File: config.mk
export PLATFORM = sky130hd
export DESIGN_NAME = feature_frame_loader_flat
export DESIGN_NICKNAME = d
export VERILOG_FILES = /design/src/rtl/feature_frame_loader_if.sv /design/src/rtl/feature_frame_loader.sv /design/src/flat_wrapper.sv
export SDC_FILE = /design/constraint.sdc
export NUM_CORES = 1
export LEC_CHECK = 0
export CORE_MARGIN = 1.5
export CORE_UTILIZATION = 51
export CTS_CLUSTER_SIZE = 25
export DETAILED_ROUTE_END_ITERATION = 16
export PLACE_DENSITY = 0.79
export SLEW_MARGIN = 40
export SYNTH_ARGS = -nofsm -noshare
export SYNTH_HDL_FRONTEND = slang
export SYNTH_SLANG_ARGS = --single-unit
File: constraint.sdc
create_clock -name clk -period 2.5 [get_ports clk]
set_input_delay 0.5 -clock clk [delete_from_list [all_inputs] [get_ports clk]]
set_output_delay 0.5 -clock clk [all_outputs]
set_load 0.05 [all_outputs]
File: src/rtl/feature_frame_loader_if.sv
// Handshake bundle between the feature source, the frame loader, the
// combinational classifier and the result consumer.
// The loader takes the slave view. The source/consumer side takes the master view.
interface feature_frame_loader_if #(
   parameter int NUM_A    = 6,
   parameter int WIDTH_A  = 4,
   parameter int OUTWIDTH = 2
);
   logic                     feat_valid;
   logic [WIDTH_A-1:0]       feat_data;
   logic                     feat_last;
   logic                     feat_ready;
   logic [NUM_A*WIDTH_A-1:0] inp;
   logic [OUTWIDTH-1:0]      cls_in;
   logic                     res_valid;
   logic [OUTWIDTH-1:0]      res_class;
   logic                     res_ready;
   logic                     frame_err;

   modport slave (
      input  feat_valid, feat_data, feat_last, cls_in, res_ready,
      output feat_ready, inp, res_valid, res_class, frame_err
   );

   modport master (
      output feat_valid, feat_data, feat_last, cls_in, res_ready,
      input  feat_ready, inp, res_valid, res_class, frame_err
   );
endinterface

File: src/rtl/feature_frame_loader.sv
// Frame loader in front of the combinational classifier.
// It packs NUM_A features into inp, feature 0 in the LSBs.
// It holds inp for SETTLE_CYC cycles so the classifier output can settle.
// It then captures the class and offers it on a valid/ready result port.
// A frame whose feat_last marker is not on exactly the NUM_A-th feature is dropped.
// The drop is flagged with a one-cycle frame_err pulse.
module feature_frame_loader #(
   parameter int NUM_A      = 6,
   parameter int WIDTH_A    = 4,
   parameter int OUTWIDTH   = 2,
   parameter int SETTLE_CYC = 2
) (
   input  logic                  clk,
   input  logic                  rst_n,
   feature_frame_loader_if.slave bus
);

   localparam int IDX_W = (NUM_A > 1) ? $clog2(NUM_A) : 1;
   localparam int CNT_W = $clog2(SETTLE_CYC + 1);
   localparam logic [IDX_W-1:0] IDX_LAST = IDX_W'(NUM_A - 1);
   localparam logic [CNT_W-1:0] CNT_LAST = CNT_W'(SETTLE_CYC - 1);

   typedef enum logic [1:0] {
      COLLECT = 2'd0,
      SETTLE  = 2'd1,
      EMIT    = 2'd2
   } state_t;

   state_t                   state, state_next;
   logic [IDX_W-1:0]         idx, idx_next;
   logic [CNT_W-1:0]         cnt, cnt_next;
   logic [NUM_A*WIDTH_A-1:0] inp_q, inp_next;
   logic [OUTWIDTH-1:0]      res_class_q, res_class_next;
   logic                     res_valid_q, res_valid_next;
   logic                     frame_err_q, frame_err_next;

   // Loader is only willing to take features while it is assembling a frame
   assign bus.feat_ready = (state == COLLECT);
   assign bus.inp        = inp_q;
   assign bus.res_class  = res_class_q;
   assign bus.res_valid  = res_valid_q;
   assign bus.frame_err  = frame_err_q;

   // State register; reset discards any partial frame or pending result
   always_ff @(posedge clk or negedge rst_n) begin
      if (!rst_n) begin
         state       <= COLLECT;
         idx         <= '0;
         cnt         <= '0;
         inp_q       <= '0;
         res_class_q <= '0;
         res_valid_q <= 1'b0;
         frame_err_q <= 1'b0;
      end else begin
         state       <= state_next;
         idx         <= idx_next;
         cnt         <= cnt_next;
         inp_q       <= inp_next;
         res_class_q <= res_class_next;
         res_valid_q <= res_valid_next;
         frame_err_q <= frame_err_next;
      end
   end

   // Next-state logic: frame assembly, settle countdown and result handshake
   always_comb begin
      state_next     = state;
      idx_next       = idx;
      cnt_next       = cnt;
      inp_next       = inp_q;
      res_class_next = res_class_q;
      res_valid_next = res_valid_q;
      frame_err_next = 1'b0;

      case (state)
         COLLECT: begin
            if (bus.feat_valid) begin
               if ((idx == IDX_LAST) && bus.feat_last) begin
                  inp_next[idx*WIDTH_A +: WIDTH_A] = bus.feat_data;
                  idx_next   = '0;
                  cnt_next   = '0;
                  state_next = SETTLE;
               end else if ((idx != IDX_LAST) && !bus.feat_last) begin
                  inp_next[idx*WIDTH_A +: WIDTH_A] = bus.feat_data;
                  idx_next = idx + IDX_W'(1);
               end else begin
                  // The last marker is early or missing, so the whole frame is dropped
                  frame_err_next = 1'b1;
                  idx_next       = '0;
                  inp_next       = '0;
               end
            end
         end

         SETTLE: begin
            cnt_next = cnt + CNT_W'(1);
            if (cnt == CNT_LAST) begin
               res_class_next = bus.cls_in;
               res_valid_next = 1'b1;
               state_next     = EMIT;
            end
         end

         EMIT: begin
            if (bus.res_ready) begin
               res_valid_next = 1'b0;
               state_next     = COLLECT;
            end
         end

         default: begin
            state_next = COLLECT;
         end
      endcase
   end

endmodule

File: src/flat_wrapper.sv
// flat-port wrapper written by rule: the top's interface ports become plain ports
module feature_frame_loader_flat 
#(
   parameter int NUM_A      = 6,
   parameter int WIDTH_A    = 4,
   parameter int OUTWIDTH   = 2,
   parameter int SETTLE_CYC = 2
)
  (clk, rst_n, bus_feat_valid, bus_feat_data, bus_feat_last, bus_cls_in, bus_res_ready, bus_feat_ready, bus_inp, bus_res_valid, bus_res_class, bus_frame_err);
  feature_frame_loader_if #(.NUM_A(NUM_A), .WIDTH_A(WIDTH_A), .OUTWIDTH(OUTWIDTH)) bus_i ();
  input  logic clk;
  input  logic rst_n;
  input wire logic [$bits(bus_i.feat_valid)-1:0] bus_feat_valid;
  input wire logic [$bits(bus_i.feat_data)-1:0] bus_feat_data;
  input wire logic [$bits(bus_i.feat_last)-1:0] bus_feat_last;
  input wire logic [$bits(bus_i.cls_in)-1:0] bus_cls_in;
  input wire logic [$bits(bus_i.res_ready)-1:0] bus_res_ready;
  output wire logic [$bits(bus_i.feat_ready)-1:0] bus_feat_ready;
  output wire logic [$bits(bus_i.inp)-1:0] bus_inp;
  output wire logic [$bits(bus_i.res_valid)-1:0] bus_res_valid;
  output wire logic [$bits(bus_i.res_class)-1:0] bus_res_class;
  output wire logic [$bits(bus_i.frame_err)-1:0] bus_frame_err;
  assign bus_i.feat_valid = bus_feat_valid;
  assign bus_i.feat_data = bus_feat_data;
  assign bus_i.feat_last = bus_feat_last;
  assign bus_i.cls_in = bus_cls_in;
  assign bus_i.res_ready = bus_res_ready;
  assign bus_feat_ready = bus_i.feat_ready;
  assign bus_inp = bus_i.inp;
  assign bus_res_valid = bus_i.res_valid;
  assign bus_res_class = bus_i.res_class;
  assign bus_frame_err = bus_i.frame_err;
  feature_frame_loader #(.NUM_A(NUM_A), .WIDTH_A(WIDTH_A), .OUTWIDTH(OUTWIDTH), .SETTLE_CYC(SETTLE_CYC)) u_core (.clk(clk), .rst_n(rst_n), .bus(bus_i));
endmodule
==> Flow_metrics.wiki <==
{| class="wikitable"
! Metric !! Value
|-
| Result of the run || complete, no violations
|-
| Transition time at the pin with the least slew margin || 0.528 ns
|-
| Number of nets in the layout || 246
|-
| Antenna violations before repair || 0
|-
| Worst hold-check path type || reg -> reg
|-
| First-pass iteration count of the detailed router || 4
|-
| Routed via count divided by cell count || 5.88
|-
| I/O Buffers || 39
|-
| Worst-Skew Late Latency || 0.29 ns
|-
| Starting utilization of the core area || 53.9%
|-
| Category of the worst setup path launch point || register
|-
| RSZ-0062 raised after global routing || no
|-
| Critical path buffers and inverters || 1
|-
| Static Leakage || 1.07 nW
|-
| Antenna viol nets, final || 0
|-
| Vias in the first global route || 1658
|-
| Max Clock Freq || 452 MHz
|-
| CP arrival || 1.71 ns
|-
| Total overflow reported by the global router || 0
|-
| Count of standard-cell rows || 22
|-
| Final Hold Viols || 0
|-
| Main synth FF type || sky130_fd_sc_hd__dfrtp_1
|-
| Depth of the worst hold-timing path || 1
|-
| Global router's overall resource usage || 24.3%
|-
| Main combinational cell family by area after synthesis || compound AO/OA/AOI/OAI gates
|-
| FF-to-FF Start || u_core.idx[1]$_DFFE_PN0P_
|-
| Clock buffers created by TritonCTS || 5
|-
| Slowest stage cell, crit path || sky130_fd_sc_hd__clkdlybuf4s50_1
|-
| Total routed wirelength || 4.49 mm
|-
| Maximum number of pins on one net before global-route repair || 46
|-
| Reg2reg end || u_core.bus.inp[0]$_DFFE_PN0P_
|-
| Overall via count from detail_route || 1610
|-
| Required time at the endpoint of the critical path || 2.00 ns
|-
| Fill cells || 304
|-
| Critical path fanouts, max || 10
|-
| Remaining max-slew budget at the tightest pin || 64.7%
|-
| Crit path time final || 2.21 ns
|-
| Placeable core region || 3690 um^2
|-
| Amount of wire on met2 after detailed routing || 2.27 mm
|-
| CTS clk-pin slew, worst paths || 0.07 ns
|-
| Share of post-route cells with drive strength above 1 || 7.08%
|-
| Routed met3 length || 225 um
|-
| Kind of critical path || reg -> out
|-
| Final Skew || 0.00553 ns
|-
| Fin. max-slew vios || 0
|-
| Synth Area in Adders || 6.30%
|-
| Capture point of the critical path || bus_feat_ready
|-
| # Max-Cap Violations || 0
|-
| Peak per-stage delay on the critical path || 0.81 ns
|-
| Setup total negative slack || 0 ns
|-
| Slack of the worst reg-to-reg path || 0.32 ns
|-
| Maximum ir drop on the vdd rail || 461 uV
|-
| Leading cell types by count after synthesis || sky130_fd_sc_hd__o21ai_0 (48), sky130_fd_sc_hd__dfrtp_1 (35), sky130_fd_sc_hd__mux2i_1 (24)
|-
| First DRT Iteration DRCs || 75
|-
| Reg2reg path depth || 6
|-
| Cell type group with the largest total delay on the critical path || buffers and inverters
|-
| Post-Synth XOR/XNOR Area || 0%
|-
| Fraction of synthesized area in multiplexers || 13.8%
|-
| Synthesis-to-finish area growth || 23.7%
|-
| HPWL after detailed placement || 3.12 mm
|-
| Post-synth ARST share || 100%
|-
| Crit share post-route || 88.6%
|-
| Vertical die dimension || 65.4 um
|-
| Register area share after synthesis || 44.1%
|-
| Number of standard cells after synthesis || 194
|-
| Highest routed metal layer || met4
|-
| Yosys synthesis warning count || 0
|-
| Post-Syn Area || 1990 um^2
|-
| Sink count of the clock tree || 35
|-
| Met1 Wirelength || 1.91 mm
|-
| Die X || 65.4 um
|-
| Capturing element type of the critical path || output port
|-
| Worst path cell trace || nor2_1 > clkdlybuf4s50_1
|-
| Count of inserted antenna diode cells || 0
|-
| CTS tree || built
|-
| Syn_nets || 215
|-
| Pwr dens || 742 nW/um^2
|-
| Average cell area after synthesis || 10.2 um^2
|-
| Number of top-level pins || 40
|-
| Buffer cell driving the clock tree root || sky130_fd_sc_hd__clkbuf_8
|-
| Netlist cell types || 31
|-
| Number of enable flip-flop cells after synthesis || 0
|-
| Global-route wire length before repair || 7.78 mm
|-
| Biggest area consumer among synthesized cells || sky130_fd_sc_hd__dfrtp_1
|-
| CTS Buffer Depth || 2
|-
| Crit. Startpoint || u_core.state[0]$_DFFE_PN0P_
|-
| Leading post-synthesis cells by cell area || sky130_fd_sc_hd__dfrtp_1 (44%), sky130_fd_sc_hd__mux2i_1 (12%), sky130_fd_sc_hd__o21ai_0 (12%)
|-
| # setup viols final || 0
|-
| Final Total Pwr || 1.82 mW
|-
| Area fraction of the dominant cell type after synthesis || 44.1%
|-
| Residual DRC count || 0
|-
| Most repeated cell in the gate-level netlist after synthesis || sky130_fd_sc_hd__o21ai_0
|-
| Placer congestion estimate || 0.854
|-
| Compound-cell area share of the yosys netlist || 15.6%
|-
| H-tree levels || 2
|-
| Average detailed-routed wire length per instance || 16.4 um
|-
| Critical Path Stages || 2
|-
| Seq cells post-synth || 35
|-
| Simple-gate portion of the synthesized area || 13.6%
|-
| Die ar. || 4280 um^2
|}
==> state kept, by name (all words and copies together) (netlist names) <==
signal / count
u_core.bus.inp: 24
u_core.bus.res_valid: 1
u_core.state: 2
u_core.idx: 3
u_core.cnt: 2
u_core.bus.frame_err: 1
u_core.bus.res_class: 2
==> cell type report <==
cell class	count	area [um^2]	area share [%]
Multi-Input combinational cell	131	982	40.0
Clock inverter	1	5.00	0.204
Sequential cell	35	876	35.6
Clock buffer	7	76.3	3.11
Tap cell	48	60.1	2.44
Timing Repair Buffer	44	428	17.4
Inverter	8	30.0	1.22
==> routing by layer <==
| layer | vias up | GRT usage, % |
|---|---|---|
| met4 | 0 | 10.9 |
| met5 | - | 0 |
| li1 | 761 | - |
| met1 | 793 | 30.8 |
| met2 | 47 | 39.2 |
| met3 | 9 | 5.99 |
==> logic make-up (layout without fill, tap and decap cells) <==
kind of cell | Yosys count | in the layout
flops | 35 | 35
buf+inv | 28 | 60
compound gates | 57 | 57
simple gates | 37 | 37
fa+ha+maj | 10 | 10
mux | 27 | 27
==> cell usage in the layout, fill, tap and decap left out, drive strengths merged, types with 2 or more instances in the layout <==
master	synthesis	final
a21oi	2	2
and4b	5	5
buf	6	5
clkbuf	14	7
clkdlybuf4s50	0	39
dfrtp	35	35
ha	10	10
inv	8	8
mux2	3	3
mux2i	24	24
nand2	4	4
nand3	3	3
nor2	4	4
nor2b	2	2
nor3b	2	2
nor4bb	7	7
o2111ai	3	3
o211ai	3	3
o21ai	48	48
==> repair_timing <==
| item | in CTS | in global routing |
|---|---|---|
| hold buffers | 0 | 0 |
| buffers inserted | 0 | 0 |
| gates resized for setup | 0 | 1 |
| setup endpoints to repair | 0 | 2 |
==> where the power goes <==
| group | leakage (nW) | internal (mW) | switching [mW] |
|---|---|---|---|
| sequential | 0.470 | 0.637 | 0.0564 |
| clock | 0.0422 | 0.195 | 0.206 |
| combinational | 0.560 | 0.272 | 0.458 |
| total | 1.07 | 1.10 | 0.720 |
==> per-stage QoR <==
step | utilization, % | instances | hold WS (ns) | setup slack, ns | area [um^2]
6_report | 66.6 | 274 | 0.505 | 0.286 | 2460
5_1_grt | 66.6 | 274 | 0.542 | 0.192 | 2460
4_1_cts | 66.6 | 274 | 0.508 | 0.173 | 2450
3_5_place_dp | 64.3 | 266 | 0.493 | 0.114 | 2370
3_3_place_gp | 64.3 | 266 | 0.473 | 0.207 | 2370
2_1_floorplan | - | 194 | 0.204 | 0.230 | 1990
==> how the worst min path moves through the flow <==
stage | start | to | slack, ns
after floorplan | rst_n | u_core.bus.frame_err$_DFF_PN0_ | 0.20
after global placement | u_core.cnt[0]$_DFFE_PN0P_ | u_core.cnt[0]$_DFFE_PN0P_ | 0.47
after detailed placement | u_core.bus.res_class[1]$_DFFE_PN0P_ | u_core.bus.res_class[1]$_DFFE_PN0P_ | 0.49
after CTS | u_core.bus.res_class[1]$_DFFE_PN0P_ | u_core.bus.res_class[1]$_DFFE_PN0P_ | 0.51
after global routing | u_core.bus.res_class[1]$_DFFE_PN0P_ | u_core.bus.res_class[1]$_DFFE_PN0P_ | 0.54
final | u_core.bus.res_class[1]$_DFFE_PN0P_ | u_core.bus.res_class[1]$_DFFE_PN0P_ | 0.50
Note: power is estimated with default switching activity, not from simulation.
